**src/rtl/adc_reg_if_type3.sv**
```systemverilog
`default_nettype none
// ============================================================================
// Module   : adc_reg_if_type3
// Brief    : uDMA cfg register file for AFE readout: per-channel L2 RX config,
//            global buffer/mask config, flag-event FIFO, W1C done status, IRQ.
// Revision : 1.0 - initial release
// ============================================================================
module adc_reg_if_type3 #(
    parameter int L2_AWIDTH_NOAL  = 12,
    parameter int UDMA_TRANS_SIZE = 16,
    parameter int TRANS_SIZE      = 16,
    parameter int ADC_NUM_CHS     = 8,
    parameter int ADC_CHID_WIDTH  = 4,
    parameter int L2_NUM_CHS      = 4,
    parameter int BUF_AWIDTH      = 10,
    parameter int BUF_TRANS_SIZE  = 10,
    parameter int FLAG_DEPTH      = 4
) (
    input  logic                                  clk_i,
    input  logic                                  rstn_i,
    input  logic [31:0]                           cfg_data_i,
    input  logic [10:0]                           cfg_addr_i,
    input  logic                                  cfg_valid_i,
    input  logic                                  cfg_rwn_i,
    output logic [31:0]                           cfg_data_o,
    output logic                                  cfg_ready_o,
    input  logic                                  cfg_flag_event_i,
    input  logic [31:0]                           cfg_flag_data_i,
    input  logic [L2_NUM_CHS-1:0]                 cfg_rx_done_i,
    output logic                                  irq_o,
    output logic [L2_NUM_CHS*L2_AWIDTH_NOAL-1:0]  cfg_rx_startaddr_o,
    output logic [L2_NUM_CHS*UDMA_TRANS_SIZE-1:0] cfg_rx_size_o,
    output logic [L2_NUM_CHS-1:0]                 cfg_rx_continuous_o,
    output logic [L2_NUM_CHS-1:0]                 cfg_rx_en_o,
    output logic [L2_NUM_CHS-1:0]                 cfg_rx_clr_o,
    output logic [L2_NUM_CHS*ADC_CHID_WIDTH-1:0]  cfg_rx_adc_chid_o,
    input  logic [L2_NUM_CHS-1:0]                 cfg_rx_en_i,
    input  logic [L2_NUM_CHS*L2_AWIDTH_NOAL-1:0]  cfg_rx_curr_addr_i,
    input  logic [L2_NUM_CHS*UDMA_TRANS_SIZE-1:0] cfg_rx_bytes_left_i,
    output logic [BUF_AWIDTH-1:0]                 cfg_buf_startaddr_o,
    output logic [BUF_TRANS_SIZE-1:0]             cfg_buf_size_o,
    output logic [BUF_TRANS_SIZE-1:0]             cfg_buf_flevel_o,
    output logic                                  cfg_buf_continuous_o,
    output logic                                  cfg_buf_en_o,
    output logic                                  cfg_buf_clr_o,
    input  logic                                  cfg_buf_en_i,
    input  logic [BUF_AWIDTH-1:0]                 cfg_buf_curr_addr_i,
    input  logic [BUF_TRANS_SIZE-1:0]             cfg_buf_bytes_left_i,
    output logic [1:0]                            cfg_data_mask_mode_o,
    output logic [ADC_NUM_CHS-1:0]                cfg_buf_ch_mask_o,
    output logic                                  cfg_buf_en_mode_o,
    output logic [ADC_CHID_WIDTH-1:0]             cfg_buf_en_chid_o
);

    localparam int PTR_W = $clog2(FLAG_DEPTH);
    localparam int CNT_W = PTR_W + 1;

    logic [L2_AWIDTH_NOAL-1:0] saddr_q [L2_NUM_CHS];
    logic [L2_AWIDTH_NOAL-1:0] saddr_d [L2_NUM_CHS];
    logic [TRANS_SIZE-1:0]     size_q  [L2_NUM_CHS];
    logic [TRANS_SIZE-1:0]     size_d  [L2_NUM_CHS];
    logic [ADC_CHID_WIDTH-1:0] chid_q  [L2_NUM_CHS];
    logic [ADC_CHID_WIDTH-1:0] chid_d  [L2_NUM_CHS];
    logic [L2_NUM_CHS-1:0]     cont_q, cont_d, en_p_q, en_p_d, clr_p_q, clr_p_d;
    logic [L2_NUM_CHS-1:0]     done_q, done_d, dmask_q, dmask_d;

    logic [BUF_AWIDTH-1:0]     buf_saddr_q, buf_saddr_d;
    logic [BUF_TRANS_SIZE-1:0] buf_size_q, buf_size_d, buf_flevel_q, buf_flevel_d;
    logic                      buf_cont_q, buf_cont_d, buf_en_p_q, buf_en_p_d, buf_clr_p_q, buf_clr_p_d;
    logic [ADC_NUM_CHS-1:0]    ch_mask_q, ch_mask_d;
    logic                      en_mode_q, en_mode_d;
    logic [ADC_CHID_WIDTH-1:0] en_chid_q, en_chid_d;
    logic [1:0]                mask_mode_q, mask_mode_d;
    logic                      flag_en_q, flag_en_d, done_irq_en_q, done_irq_en_d;
    logic                      ovf_q, ovf_d, irq_q, irq_d;

    logic [31:0]               mem_q [FLAG_DEPTH];
    logic [31:0]               mem_d [FLAG_DEPTH];
    logic [PTR_W-1:0]          wptr_q, wptr_d, rptr_q, rptr_d;
    logic [CNT_W-1:0]          count_q, count_d;

    logic [4:0]                w_ch;
    logic [2:0]                w_reg;
    logic [3:0]                w_gidx;
    logic                      w_glb, w_wr, w_rd;
    logic                      w_pop, w_push_req, w_push, w_full;
    logic [L2_NUM_CHS-1:0]     w_w1c;
    logic [31:0]               w_rdata;
    logic                      unused_bits;

    // Channels 30/31 form the 16-entry global space
    assign w_ch   = cfg_addr_i[7:3];
    assign w_reg  = cfg_addr_i[2:0];
    assign w_glb  = &w_ch[4:1];
    assign w_gidx = {cfg_addr_i[3], cfg_addr_i[2:0]};
    assign w_wr   = cfg_valid_i & ~cfg_rwn_i;
    assign w_rd   = cfg_valid_i & cfg_rwn_i;

    assign w_full     = (count_q == CNT_W'(FLAG_DEPTH));
    assign w_pop      = w_rd & w_glb & (w_gidx == 4'hD) & (count_q != '0);
    assign w_push_req = cfg_flag_event_i & flag_en_q;
    assign w_push     = w_push_req & (~w_full | w_pop);
    assign w_w1c      = (w_wr && w_glb && w_gidx == 4'hB) ? cfg_data_i[L2_NUM_CHS-1:0] : '0;

    assign unused_bits = ^{cfg_addr_i[10:8], cfg_data_i};

    always_comb begin
        for (int i = 0; i < L2_NUM_CHS; i++) begin
            saddr_d[i] = saddr_q[i];
            size_d[i]  = size_q[i];
            chid_d[i]  = chid_q[i];
        end
        for (int i = 0; i < FLAG_DEPTH; i++) begin
            mem_d[i] = mem_q[i];
        end
        cont_d        = cont_q;
        en_p_d        = '0;
        clr_p_d       = '0;
        dmask_d       = dmask_q;
        buf_saddr_d   = buf_saddr_q;
        buf_size_d    = buf_size_q;
        buf_flevel_d  = buf_flevel_q;
        buf_cont_d    = buf_cont_q;
        buf_en_p_d    = 1'b0;
        buf_clr_p_d   = 1'b0;
        ch_mask_d     = ch_mask_q;
        en_mode_d     = en_mode_q;
        en_chid_d     = en_chid_q;
        mask_mode_d   = mask_mode_q;
        flag_en_d     = flag_en_q;
        done_irq_en_d = done_irq_en_q;
        ovf_d         = ovf_q;
        wptr_d        = wptr_q;
        rptr_d        = rptr_q;
        count_d       = count_q;

        if (w_wr && !w_glb) begin
            for (int i = 0; i < L2_NUM_CHS; i++) begin
                if (w_ch == 5'(i)) begin
                    case (w_reg)
                        3'd0: saddr_d[i] = {cfg_data_i[L2_AWIDTH_NOAL-1:2], 2'b00};
                        3'd1: size_d[i]  = {cfg_data_i[TRANS_SIZE-1:2], 2'b00};
                        3'd2: begin
                            clr_p_d[i] = cfg_data_i[5];
                            en_p_d[i]  = cfg_data_i[4];
                            cont_d[i]  = cfg_data_i[0];
                            chid_d[i]  = cfg_data_i[16 +: ADC_CHID_WIDTH];
                        end
                        default: ;
                    endcase
                end
            end
        end

        if (w_wr && w_glb) begin
            case (w_gidx)
                4'h0: buf_saddr_d  = cfg_data_i[BUF_AWIDTH-1:0];
                4'h1: buf_size_d   = cfg_data_i[BUF_TRANS_SIZE-1:0];
                4'h2: buf_flevel_d = cfg_data_i[BUF_TRANS_SIZE-1:0];
                4'h3: begin
                    buf_clr_p_d = cfg_data_i[5];
                    buf_en_p_d  = cfg_data_i[4];
                    buf_cont_d  = cfg_data_i[0];
                end
                4'h8: ch_mask_d = cfg_data_i[ADC_NUM_CHS-1:0];
                4'h9: begin
                    en_mode_d = cfg_data_i[31];
                    en_chid_d = cfg_data_i[ADC_CHID_WIDTH-1:0];
                end
                4'hA: mask_mode_d = cfg_data_i[1:0];
                4'hC: begin
                    done_irq_en_d = cfg_data_i[1];
                    flag_en_d     = cfg_data_i[0];
                end
                4'hE: if (cfg_data_i[31]) ovf_d = 1'b0;
                4'hF: dmask_d = cfg_data_i[L2_NUM_CHS-1:0];
                default: ;
            endcase
        end

        // A new done pulse outranks a simultaneous W1C on the same bit
        done_d = (done_q & ~w_w1c) | cfg_rx_done_i;

        if (w_push) begin
            mem_d[wptr_q] = cfg_flag_data_i;
            wptr_d        = wptr_q + 1'b1;
        end
        if (w_pop) begin
            rptr_d = rptr_q + 1'b1;
        end
        if (w_push && !w_pop) begin
            count_d = count_q + 1'b1;
        end else if (w_pop && !w_push) begin
            count_d = count_q - 1'b1;
        end
        if (w_push_req && w_full && !w_pop) begin
            ovf_d = 1'b1;
        end

        irq_d = (flag_en_q & (count_q != '0)) | (done_irq_en_q & |(done_q & dmask_q));
    end

    always_comb begin
        w_rdata = '0;
        if (!w_glb) begin
            for (int i = 0; i < L2_NUM_CHS; i++) begin
                if (w_ch == 5'(i)) begin
                    case (w_reg)
                        3'd0: w_rdata = 32'(cfg_rx_curr_addr_i[i*L2_AWIDTH_NOAL +: L2_AWIDTH_NOAL]);
                        3'd1: w_rdata = 32'(cfg_rx_bytes_left_i[i*UDMA_TRANS_SIZE +: UDMA_TRANS_SIZE]);
                        3'd2: begin
                            w_rdata[16 +: ADC_CHID_WIDTH] = chid_q[i];
                            w_rdata[4]                    = cfg_rx_en_i[i];
                            w_rdata[2:1]                  = 2'b10;
                            w_rdata[0]                    = cont_q[i];
                        end
                        default: ;
                    endcase
                end
            end
        end else begin
            case (w_gidx)
                4'h0: w_rdata = 32'(cfg_buf_curr_addr_i);
                4'h1: w_rdata = 32'(cfg_buf_bytes_left_i);
                4'h2: w_rdata = 32'(buf_flevel_q);
                4'h3: begin
                    w_rdata[4]   = cfg_buf_en_i;
                    w_rdata[2:1] = 2'b10;
                    w_rdata[0]   = buf_cont_q;
                end
                4'h8: w_rdata = 32'(ch_mask_q);
                4'h9: begin
                    w_rdata[31]                  = en_mode_q;
                    w_rdata[ADC_CHID_WIDTH-1:0]  = en_chid_q;
                end
                4'hA: w_rdata = 32'(mask_mode_q);
                4'hB: w_rdata = 32'(done_q);
                4'hC: w_rdata = {30'd0, done_irq_en_q, flag_en_q};
                4'hD: if (count_q != '0) w_rdata = mem_q[rptr_q];
                4'hE: begin
                    w_rdata[31]  = ovf_q;
                    w_rdata[7:0] = 8'(count_q);
                end
                4'hF: w_rdata = 32'(dmask_q);
                default: ;
            endcase
        end
    end

    always_ff @(posedge clk_i) begin
        if (!rstn_i) begin
            for (int i = 0; i < L2_NUM_CHS; i++) begin
                saddr_q[i] <= '0;
                size_q[i]  <= '0;
                chid_q[i]  <= '0;
            end
            for (int i = 0; i < FLAG_DEPTH; i++) begin
                mem_q[i] <= '0;
            end
            cont_q        <= '0;
            en_p_q        <= '0;
            clr_p_q       <= '0;
            done_q        <= '0;
            dmask_q       <= '0;
            buf_saddr_q   <= '0;
            buf_size_q    <= '0;
            buf_flevel_q  <= '0;
            buf_cont_q    <= 1'b0;
            buf_en_p_q    <= 1'b0;
            buf_clr_p_q   <= 1'b0;
            ch_mask_q     <= '1;
            en_mode_q     <= 1'b0;
            en_chid_q     <= '0;
            mask_mode_q   <= '0;
            flag_en_q     <= 1'b0;
            done_irq_en_q <= 1'b0;
            ovf_q         <= 1'b0;
            irq_q         <= 1'b0;
            wptr_q        <= '0;
            rptr_q        <= '0;
            count_q       <= '0;
        end else begin
            for (int i = 0; i < L2_NUM_CHS; i++) begin
                saddr_q[i] <= saddr_d[i];
                size_q[i]  <= size_d[i];
                chid_q[i]  <= chid_d[i];
            end
            for (int i = 0; i < FLAG_DEPTH; i++) begin
                mem_q[i] <= mem_d[i];
            end
            cont_q        <= cont_d;
            en_p_q        <= en_p_d;
            clr_p_q       <= clr_p_d;
            done_q        <= done_d;
            dmask_q       <= dmask_d;
            buf_saddr_q   <= buf_saddr_d;
            buf_size_q    <= buf_size_d;
            buf_flevel_q  <= buf_flevel_d;
            buf_cont_q    <= buf_cont_d;
            buf_en_p_q    <= buf_en_p_d;
            buf_clr_p_q   <= buf_clr_p_d;
            ch_mask_q     <= ch_mask_d;
            en_mode_q     <= en_mode_d;
            en_chid_q     <= en_chid_d;
            mask_mode_q   <= mask_mode_d;
            flag_en_q     <= flag_en_d;
            done_irq_en_q <= done_irq_en_d;
            ovf_q         <= ovf_d;
            irq_q         <= irq_d;
            wptr_q        <= wptr_d;
            rptr_q        <= rptr_d;
            count_q       <= count_d;
        end
    end

    generate
        for (genvar g = 0; g < L2_NUM_CHS; g++) begin : g_ch
            assign cfg_rx_startaddr_o[g*L2_AWIDTH_NOAL +: L2_AWIDTH_NOAL] = saddr_q[g];
            assign cfg_rx_size_o[g*UDMA_TRANS_SIZE +: UDMA_TRANS_SIZE]    = UDMA_TRANS_SIZE'(size_q[g]);
            assign cfg_rx_adc_chid_o[g*ADC_CHID_WIDTH +: ADC_CHID_WIDTH]  = chid_q[g];
        end
    endgenerate

    assign cfg_data_o           = w_rdata;
    assign cfg_ready_o          = 1'b1;
    assign irq_o                = irq_q;
    assign cfg_rx_continuous_o  = cont_q;
    assign cfg_rx_en_o          = en_p_q;
    assign cfg_rx_clr_o         = clr_p_q;
    assign cfg_buf_startaddr_o  = buf_saddr_q;
    assign cfg_buf_size_o       = buf_size_q;
    assign cfg_buf_flevel_o     = buf_flevel_q;
    assign cfg_buf_continuous_o = buf_cont_q;
    assign cfg_buf_en_o         = buf_en_p_q;
    assign cfg_buf_clr_o        = buf_clr_p_q;
    assign cfg_data_mask_mode_o = mask_mode_q;
    assign cfg_buf_ch_mask_o    = ch_mask_q;
    assign cfg_buf_en_mode_o    = en_mode_q;
    assign cfg_buf_en_chid_o    = en_chid_q;

endmodule
`default_nettype wire
```
**config.mk**
```make
export PLATFORM = sky130hd
export DESIGN_NAME = adc_reg_if_type3
export DESIGN_NICKNAME = d
export VERILOG_FILES = /design/src/rtl/adc_reg_if_type3.sv
export SDC_FILE = /design/constraint.sdc
export NUM_CORES = 1
export LEC_CHECK = 0
export ABC_AREA = 1
export CAP_MARGIN = 40
export CORE_MARGIN = 2
export CORE_UTILIZATION = 49
export CTS_CLUSTER_DIAMETER = 200
export DETAILED_ROUTE_END_ITERATION = 6
export DONT_BUFFER_PORTS = 1
export GPL_TIMING_DRIVEN = 0
export HOLD_SLACK_MARGIN = 0.02
export PLACE_DENSITY = 0.66
export SLEW_MARGIN = 40
export SYNTH_ARGS = -nofsm -noshare
export SYNTH_HDL_FRONTEND = slang
export SYNTH_SLANG_ARGS = --single-unit
```
**constraint.sdc**
```tcl
create_clock -name clk_i -period 2.11 [get_ports clk_i]
set_clock_uncertainty 0.1 [all_clocks]
set_input_delay 0.1055 -clock clk_i [delete_from_list [all_inputs] [get_ports clk_i]]
set_output_delay 0.1055 -clock clk_i [all_outputs]
set_load 0.005 [all_outputs]
```
==> run summary, run 1 <==
Clock Sinks -> 321
top cell type's share of synthesized area -> 41.5%
critical path type -> flip-flop to output pin
Antenna Violating Nets Remaining -> 0
max-slew violation count -> 0
clk_lat worst skew -> 530 ps
Area Overhead vs Synth -> 23.7%
Placed Area -> 0.0161 mm2
post-DP HPWL -> 49,300 um
Fin. Hold Viols -> 0
post-synth top area cell -> dfxtp_1
initial antenna violation count -> 15
CTS buffer count -> 35
die area -> 0.0331 mm2
H-tree depth -> 2
worst setup margin -> -49.1 ps
Crit path required time -> 1900 ps
CP max FO -> 7
number of synthesized flops with an enable pin -> 0
Worst Path Arrival -> 1950 ps
status -> finished, violations left
Seq/Total Area, Yosys -> 41.5%
Setup crit end kind -> output pin
Initial Util -> 49.5%
PortBufs -> 0
first-pass GRT wire length -> 95,900 um
Core ar. -> 0.0313 mm2
pwr dens -> 681 mW/mm2
Netlist Area Pre-Place -> 0.0155 mm2
layout cell share with drive strength beyond 1 -> 13.1%
I/O Pins -> 443
CP startpoint kind -> flip-flop
hold crit path type -> primary input to flip-flop
Pre-antenna DRT Iters -> 7
# setup viols final -> 12
wirelength, routed -> 67,200 um
DRC -> 1
CTS root buf -> clkbuf_16
Yosys cell types -> 35
fin area -> 0.0192 mm2
fillcell total -> 2,922
global-route usage over all layers -> 38.5%
Die Wd -> 182 um
chip height -> 182 um
FP Rows -> 65
Async S/R FF share, synth -> 0%
Worst-path clk slew -> 60 ps
Vias/cell -> 5.69
total global routing overflow -> 0
NumNets Final -> 2,747
Final period util -> 102%
Clock Path Buffers -> 3
wire per inst -> 22.7 um
Synth Instances -> 2,363
total power -> 0.0131 W
Iteration-0 DRC Markers -> 1,656
Slew Limit Headroom -> 43.1%
failing checks -> DRC, setup timing
Multi-input gate area -> 0.00796 mm2
largest net degree at the start of global routing -> 20
Primary FF master, synth -> dfxtp_1
YS warnings -> 0
Avg Inst Size Synth -> 6.56 um2
RSZ-0062 raised after global routing -> true
Max Freq -> 0.463 GHz
Area contributors post-synth -> dfxtp_1, nand2_1, nor2_1
via count -> 16,841
FF+latch area -> 0.00644 mm2
CTS tree -> yes
number of global-route vias before repair -> 15,326
Tmin final -> 2160 ps
#FFs+latches synth -> 321
Leak -> 8.51 nW
Worst IR Drop VDD -> 0.000669 V
Maximum Capacitance Violations -> 0
Worst Tran Pin Value -> 854 ps
GP Congestion -> 0.945
through the flow:
step	TNS (ps)	hold slack [ps]	instances	utilization (%)	worst slack (ps)
after CTS	-275	21.0	2927	59.3	-65.9
after floorplan	0	136	2378	-	23.2
after global placement	-6240	141	2780	51.3	-522
final	-185	25.2	2962	61.3	-49.1
after global routing	-1190	68.8	2960	61.2	-123
after detailed placement	-6590	147	2780	51.3	-531
final cells by class:
| cell class | count | area share, % |
|---|---|---|
| timing repair buffer | 107 | 5.68 |
| buffer | 159 | 5.42 |
| clock buffer | 52 | 5.49 |
| tap | 402 | 2.62 |
| antenna | 15 | 0.196 |
| inverter | 250 | 5.00 |
| sequential | 321 | 33.6 |
| multi-input combinational | 1646 | 41.5 |
| clock inverter | 10 | 0.470 |
cell usage in the layout, fill, tap and decap left out, types with 6 or more instances in the layout:
cell and instances:
buf_6 15, nand3_4 13, inv_1 234, a21oi_1 208, nor2_2 14, o21ai_0 118
clkbuf_8 9, nor2_1 366, inv_2 13, clkinv_2 8, a21oi_2 6, nand3_2 17
a221oi_2 8, conb_1 17, o21ai_1 18, nand2_2 37, dlygate4sd3_1 81, buf_4 42
clkbuf_16 44, nand2_4 10, clkbuf_1 64, o211ai_1 7, dfxtp_1 316, diode_2 15
nor3_1 13, nand4_1 64, buf_2 45, nand3_1 70, nand2_1 612
metal layers:
metal | vias up | wire length, um | global-route usage [%]
li1 | 7790 | - | -
met1 | 7781 | 25000 | 47.5
met2 | 1029 | 30000 | 60.5
met3 | 239 | 7800 | 10.3
met4 | 2 | 4450 | 22.4
met5 | - | 11 | 0
sequential cells by signal, summed over array words and instances (netlist names), 2 cells and up, named ones only:
signal	flops
count_q	3
dmask_q	4
cfg_buf_en_chid_o	4
cfg_buf_startaddr_o	10
saddr_q	40
size_q	56
cfg_buf_ch_mask_o	8
done_q	4
wptr_q	2
rptr_q	2
cfg_data_mask_mode_o	2
cfg_buf_size_o	10
cfg_buf_flevel_o	10
mem_q	128
cfg_rx_continuous_o	4
chid_q	16
cfg_rx_clr_o	4
cfg_rx_en_o	4
cell usage after synthesis, types with 7 or more instances:
cell type	n
inv_1	239
nand3_1	88
nand4_1	64
a221oi_1	11
clkbuf_1	73
buf_4	21
nor2_1	375
nor3_1	13
buf_2	51
inv_2	9
dfxtp_1	321
buf_6	12
o21ai_0	140
o211ai_1	7
nor2_2	7
a21oi_1	217
nand2_1	656
report_power, final:
part           switching (W)  internal [W]
sequential        0.00000875       0.00606
combinational       0.000547      0.000217
clock                0.00263       0.00359
total                0.00319       0.00987
path summary, 6_finish.rpt:
| check | end | depth (start not counted) | startpoint | slack, ps |
|---|---|---|---|---|
| worst max register to register | count_q[1] | 10 | count_q[0] | -10 |
| worst min register to register | dmask_q[3] | 2 | dmask_q[3] | 360 |
| worst max-delay path | cfg_data_o[1] | 9 | flip-flop | -50 |
| worst min-delay path | cfg_buf_ch_mask_o[7] | 6 | cfg_addr_i[4] | 30 |
logic make-up (layout without fill, tap and decap cells):
logic type	count (synthesis)	after routing	synth area share (%)
and+or+nand+nor	1227	1227	32.9
buffers and inverters	411	578	11.5
AOI/OAI and AO/OA	395	395	13.5
DFF	321	321	41.5
adders and majority gates	6	6	0.533
other	2	32	0.0485
xor gates and xnor gates	1	1	0.0565
critical path: stages, from the launching register on:
cell and delay, ps:
dfxtp_4 420, buf_12 160, clkbuf_16 160, nand2_4 60
nand3_4 60, nand2_4 70, nand2_2 70, nand4_1 170
nand2_2 150, nand2_2 100
timing repair:
action | CTS | global route
gates resized for setup | 139 | 108
buffers inserted | 3 | 15
cloned | 1 | 5
hold endpoints to repair | 262 | 16
pin swaps | 19 | 51
endpoints found under the setup margin | 35 | 40
hold buffers | 83 | 1
No activity file was read; power rests on OpenSTA's default activity.
==> run 2, diff against run 1 <==
--- a/config.mk
+++ b/config.mk
@@ -6,7 +6,9 @@
 export NUM_CORES = 1
 export LEC_CHECK = 0
 export ABC_AREA = 1
+export ABC_CLOCK_PERIOD_IN_PS = 2060
 export CAP_MARGIN = 40
+export CORE_ASPECT_RATIO = 0.5
 export CORE_MARGIN = 2
 export CORE_UTILIZATION = 49
 export CTS_CLUSTER_DIAMETER = 200
@@ -14,7 +16,6 @@
 export DONT_BUFFER_PORTS = 1
 export GPL_TIMING_DRIVEN = 0
 export HOLD_SLACK_MARGIN = 0.02
-export PLACE_DENSITY = 0.66
 export SLEW_MARGIN = 40
 export SYNTH_ARGS = -nofsm -noshare
 export SYNTH_HDL_FRONTEND = slang
==> constraint.sdc (replaced) <==
create_clock -name clk_i -period 2.06 [get_ports clk_i]
set_clock_uncertainty 0.1 [all_clocks]
set_input_delay 0.103 -clock clk_i [delete_from_list [all_inputs] [get_ports clk_i]]
set_output_delay 0.103 -clock clk_i [all_outputs]
set_load 0.005 [all_outputs]
==> run 2 against run 1 <==
Against the previous run: the flow finishes with violations (setup timing); die area grew 0.26%; combinational power grew 3.1%; final area rose by 2.3%; clock power decreased by 6.4%; count of clock-buffer cells in the layout is 6 lower; critical path type unchanged.
==> run summary, run 2 (same netlist as run 1, synthesis figures left out) <==
status -> finished, violations left
failing checks -> setup timing
post-DP HPWL -> 44,200 um
pwr dens -> 654 mW/mm2
fillcell total -> 2,982
part of the power in the clock network -> 45.4%
most common cell after layout, fill and taps aside -> nand2_1
via count -> 16,413
critical path type -> flip-flop to output pin
CTS root buf -> clkbuf_16
most frequent cells in the layout -> nand2_1, nor2_1, dfxtp_1, inv_1, a21oi_1
met2 Track Usage GR -> 59.8%
global-route usage over all layers -> 36.5%
hold crit path type -> primary input to flip-flop
FP Rows -> 45
Clock Sinks -> 321
CP startpoint kind -> flip-flop
wirelength, routed -> 63,100 um
Logic pwr share -> 6.1%
die area -> 0.0332 mm2
PortBufs -> 0
first-pass GRT wire length -> 93,400 um
Max Freq -> 0.467 GHz
largest net degree at the start of global routing -> 15
Leak -> 8.69 nW
Final period util -> 104%
Final TNS setup -> -625 ps
FF+latch area -> 0.00644 mm2
Tmin final -> 2140 ps
max reg flops -> 128
Placed Area -> 0.0161 mm2
Crit path required time -> 1860 ps
worst setup margin -> -83.2 ps
Fin. Hold Viols -> 0
Die Wd -> 256 um
initial antenna violation count -> 3
total power -> 0.0128 W
Pre-antenna DRT Iters -> 7
Antenna Violating Nets Remaining -> 0
Iteration-0 DRC Markers -> 1,726
Vias/cell -> 5.49
Clock Path Buffers -> 3
Area Overhead vs Synth -> 26.6%
DRC -> 0
chip height -> 130 um
RSZ-0062 raised after global routing -> true
max-slew violation count -> 0
fin area -> 0.0196 mm2
Multi-input gate area -> 0.00813 mm2
wire per inst -> 21.1 um
Worst Tran Pin Value -> 921 ps
met1 global-route usage -> 49.1%
M3 GR Usage -> 7.71%
Most Crowded Layer GR -> met2
Net Sw Frac -> 24.0%
Int Pwr -> 0.00974 W
total global routing overflow -> 0
layout cell share with drive strength beyond 1 -> 13.8%
Core ar. -> 0.0307 mm2
clk_lat worst skew -> 570 ps
NumNets Final -> 2,773
WHS -> 1.81 ps
Worst IR Drop VDD -> 0.000573 V
I/O Pins -> 443
Worst-path clk slew -> 70 ps
Layout Utilization -> 63.8%
switching power total -> 0.00308 W
number of global-route vias before repair -> 14,793
CTS buffer count -> 30
Maximum Capacitance Violations -> 0
Slew Limit Headroom -> 38.6%
# setup viols final -> 17
CP max FO -> 10
H-tree depth -> 1
Worst Path Arrival -> 1940 ps
Largest regs -> mem_q (128), size_q (56), saddr_q (40)
Setup crit end kind -> output pin
Initial Util -> 50.4%
Reg power frac -> 48.5%
largest reg by FF count -> mem_q
CTS tree -> yes
GP Congestion -> 1.01
run 2: cell types whose count changed in the layout (fill, tap and decap cells not counted), moves of 8 or more:
| cell | delta |
|---|---|
| nand2_2 | -9 |
| dlygate4sd3_1 | +21 |
| nand3_2 | +9 |
| diode_2 | -13 |
| o21ai_2 | +10 |
| nand2_1 | +8 |
run 2: cell type report:
type	instances	share of cell area [%]
Multi-Input combinational cell	1646	41.5
Sequential cell	321	32.8
Clock buffer	46	4.70
Antenna cell	2	0.0255
Tap cell	423	2.70
Inverter	250	4.93
Timing Repair Buffer	137	7.26
Clock inverter	5	0.395
Buffer	160	5.69
run 2: final timing paths:
path	start	end	slack, ps	cells after the start
setup reg to reg	count_q[0]	count_q[2]	-60	14
hold reg to reg	size_q[0][11]	size_q[0][11]	360	2
setup / recovery	flip-flop	cfg_data_o[15]	-80	7
hold / removal	cfg_addr_i[4]	cfg_buf_ch_mask_o[0]	2	5
run 2: per-layer routing:
layer,vias to the layer above,routed length [um]
met2,747,28600
met1,7695,26800
met5,-,13
met4,2,2200
li1,7828,-
met3,141,5420
run 2: power by group through the flow:
stage	clock, W	sequential (W)	combinational (W)
6_report	0.00582	0.00621	0.000788
5_1_grt	0.00610	0.00621	0.000834
4_1_cts	0.00584	0.00621	0.000744
3_5_place_dp	0	0.00636	0.000563
3_3_place_gp	0	0.00636	0.000564
2_1_floorplan	0	0.00636	0.000366
run 2: per-stage QoR:
| step | cells | setup WS [ps] |
|---|---|---|
| after floorplan | 2378 | 20.2 |
| final | 2990 | -83.2 |
| after global routing | 2990 | -182 |
| after CTS | 2975 | -70.0 |
| after global placement | 2801 | -592 |
| after detailed placement | 2801 | -580 |
run 2: repair_timing:
action                     CTS  global route
hold buffers               105             1
hold endpoints to repair   277             2
pin swaps                   36            51
setup endpoints to repair   35            83
setup buffers               14            12
cloned                       5             2
resized for setup          198           112
run 2: critical path, stage by stage, from the launching register on:
cell,delay [ps]
dfxtp_4,380
buf_12,150
buf_8,130
buf_6,170
a21oi_1,90
a21oi_1,180
nand2_2,130
nand4_1,120
==> run 3, diff against run 2 <==
--- a/config.mk
+++ b/config.mk
@@ -20,3 +20,4 @@
 export SYNTH_ARGS = -nofsm -noshare
 export SYNTH_HDL_FRONTEND = slang
 export SYNTH_SLANG_ARGS = --single-unit
+export TNS_END_PERCENT = 1
==> run 3 against run 2 <==
Against the previous run: the run ends with hold timing, setup timing left; flip-flop and latch count is the same; sequential share of layout area grew 0.77 points; via count shrank 1.1%; cell count shrank 0.57%; count of clock-buffer cells in the layout is the same; routed wire length shrank 1.2%; total power shrank 0.19%; worst setup slack lost 16 ps; non-clock buffer count shrank 18; worst hold slack lost 140 ps; critical path type unchanged; largest power group unchanged.
==> run summary, run 3 (same netlist as run 1, synthesis figures left out) <==
status -> finished, violations left
failing checks -> hold timing, setup timing
most frequent cells in the layout -> nand2_1, nor2_1, dfxtp_1, inv_1, a21oi_1
max-slew violation count -> 0
Worst-path clk slew -> 60 ps
Layout Utilization -> 62.4%
Finished Layout Cells -> 2,973
Reg power frac -> 48.6%
Pre-antenna DRT Iters -> 7
Leak -> 8.45 nW
hold crit path type -> primary input to flip-flop
Net Sw Frac -> 24.0%
I/O Pins -> 443
Fin. Hold Viols -> 3
Worst Tran Pin Value -> 922 ps
CTS tree -> yes
Placed Cells -> 2,801
GP Congestion -> 1.01
largest reg by FF count -> mem_q
Final TNS setup -> -1370 ps
critical path type -> flip-flop to output pin
CP max FO -> 10
FP Rows -> 45
# hold bufs at CTS -> 99
CTS root buf -> clkbuf_16
wire per inst -> 21.0 um
Worst Path Arrival -> 1960 ps
Final period util -> 105%
max reg flops -> 128
Largest stage delay, worst path -> 360 ps
worst setup margin -> -99.3 ps
Clock Sinks -> 321
Antenna Violating Nets Remaining -> 0
Clock Path Buffers -> 3
fillcell total -> 3,037
NumNets Final -> 2,755
number of buffers and inverters on the critical path -> 2
Setup crit end kind -> output pin
WHS -> -141 ps
DRC -> 0
Area Overhead vs Synth -> 23.7%
Crit path required time -> 1860 ps
CTS buffer count -> 30
chip height -> 130 um
initial antenna violation count -> 4
die area -> 0.0332 mm2
Initial Util -> 50.4%
number of global-route vias before repair -> 14,733
pwr dens -> 668 mW/mm2
switching power total -> 0.00307 W
global-route usage over all layers -> 36.3%
Tmin final -> 2160 ps
PortBufs -> 0
via count -> 16,227
layout cell share with drive strength beyond 1 -> 11.9%
CP startpoint kind -> flip-flop
Die Wd -> 256 um
Core ar. -> 0.0307 mm2
Largest regs -> mem_q (128), size_q (56), saddr_q (40)
post-DP HPWL -> 44,200 um
part of the power in the clock network -> 45.5%
Max Freq -> 0.463 GHz
Worst path slowest cell -> dfxtp_4
Critical Path, Cell by Cell -> buf_8 > clkbuf_4 > a21oi_1 > o21ai_0 > nand2_1 > nand2_2 > a31oi_4
Worst IR Drop VDD -> 0.000568 V
clk_lat worst skew -> 570 ps
largest net degree at the start of global routing -> 15
Iteration-0 DRC Markers -> 1,821
H-tree depth -> 1
Int Pwr -> 0.00973 W
total global routing overflow -> 0
Top delay family on crit path -> compound AO/OA/AOI/OAI gates
# setup viols final -> 30
Slew Limit Headroom -> 38.5%
first-pass GRT wire length -> 92,600 um
Logic pwr share -> 6.0%
Vias/cell -> 5.46
RSZ-0062 raised after global routing -> true
Maximum Capacitance Violations -> 0
most common cell after layout, fill and taps aside -> nand2_1
wirelength, routed -> 62,300 um
run 3: cell count changes in the layout (fill, tap and decap cells not counted), sizes merged:
cell / previous run / this run
dlymetal6s4s: 1 / 2
clkinv: 3 / 4
dlygate4sd3: 102 / 97
clkbuf: 116 / 119
inv: 249 / 248
buf: 124 / 107
diode: 2 / 3
run 3: final timing paths:
| check | slack (ps) | cells after the start | from | endpoint |
|---|---|---|---|---|
| max reg2reg | -40 | 14 | count_q[0] | count_q[2] |
| min reg2reg | 360 | 2 | size_q[0][9] | size_q[0][9] |
| min | -140 | 5 | cfg_addr_i[7] | cfg_rx_continuous_o[3] |
| max | -100 | 7 | flip-flop | cfg_data_o[31] |
run 3: layer usage:
| layer | part of all wire [%] | GRT usage [%] | vias up |
|---|---|---|---|
| met5 | 0.021 | 0 | - |
| met2 | 45 | 59.0 | 762 |
| met1 | 43 | 48.9 | 7559 |
| met4 | 3.3 | 11.0 | 2 |
| li1 | - | - | 7783 |
| met3 | 8.9 | 7.75 | 121 |
run 3: timing repair:
action	CTS	global route
setup buffers	12	4
cloned	4	0
pin swaps	34	23
setup endpoints to repair	35	60
resized for setup	178	46
hold endpoints to repair	276	3
run 3: worst min-delay path: stages:
cell     delay, ps
nor3_4          60
nand3_2        160
nand2_1         70
nand2_1         50
nor2_1          40
run 3: layout make-up:
type,instances,area (um2),share of cell area (%)
diodes,3,7.51,0.0392
inverters,250,955,4.98
flip-flops and latches,321,6440,33.6
clock buffers,46,922,4.81
well taps,423,529,2.76
clock inverters,5,77.6,0.405
multi-input cells,1646,7900,41.2
plain buffers,160,1090,5.70
repair buffers,119,1250,6.50
run 3: power by group through the flow:
stage	logic [W]	registers (W)	clock network, W
after floorplan	0.000366	0.00636	0
after global placement	0.000564	0.00636	0
after detailed placement	0.000563	0.00636	0
after CTS	0.000739	0.00621	0.00584
after global routing	0.000814	0.00621	0.00609
final	0.000767	0.00621	0.00582
run 3: per-stage QoR:
stage	instance area, um2	worst slack, ps	power, W	hold WS, ps
finish	19200	-99.3	0.0128	-141
global route	19200	-163	0.0131	-130
CTS	18900	-70.0	0.0128	-61.4
detailed placement	16100	-580	0.00693	145
global placement	16100	-592	0.00693	138
floorplan	15600	20.2	0.00673	133
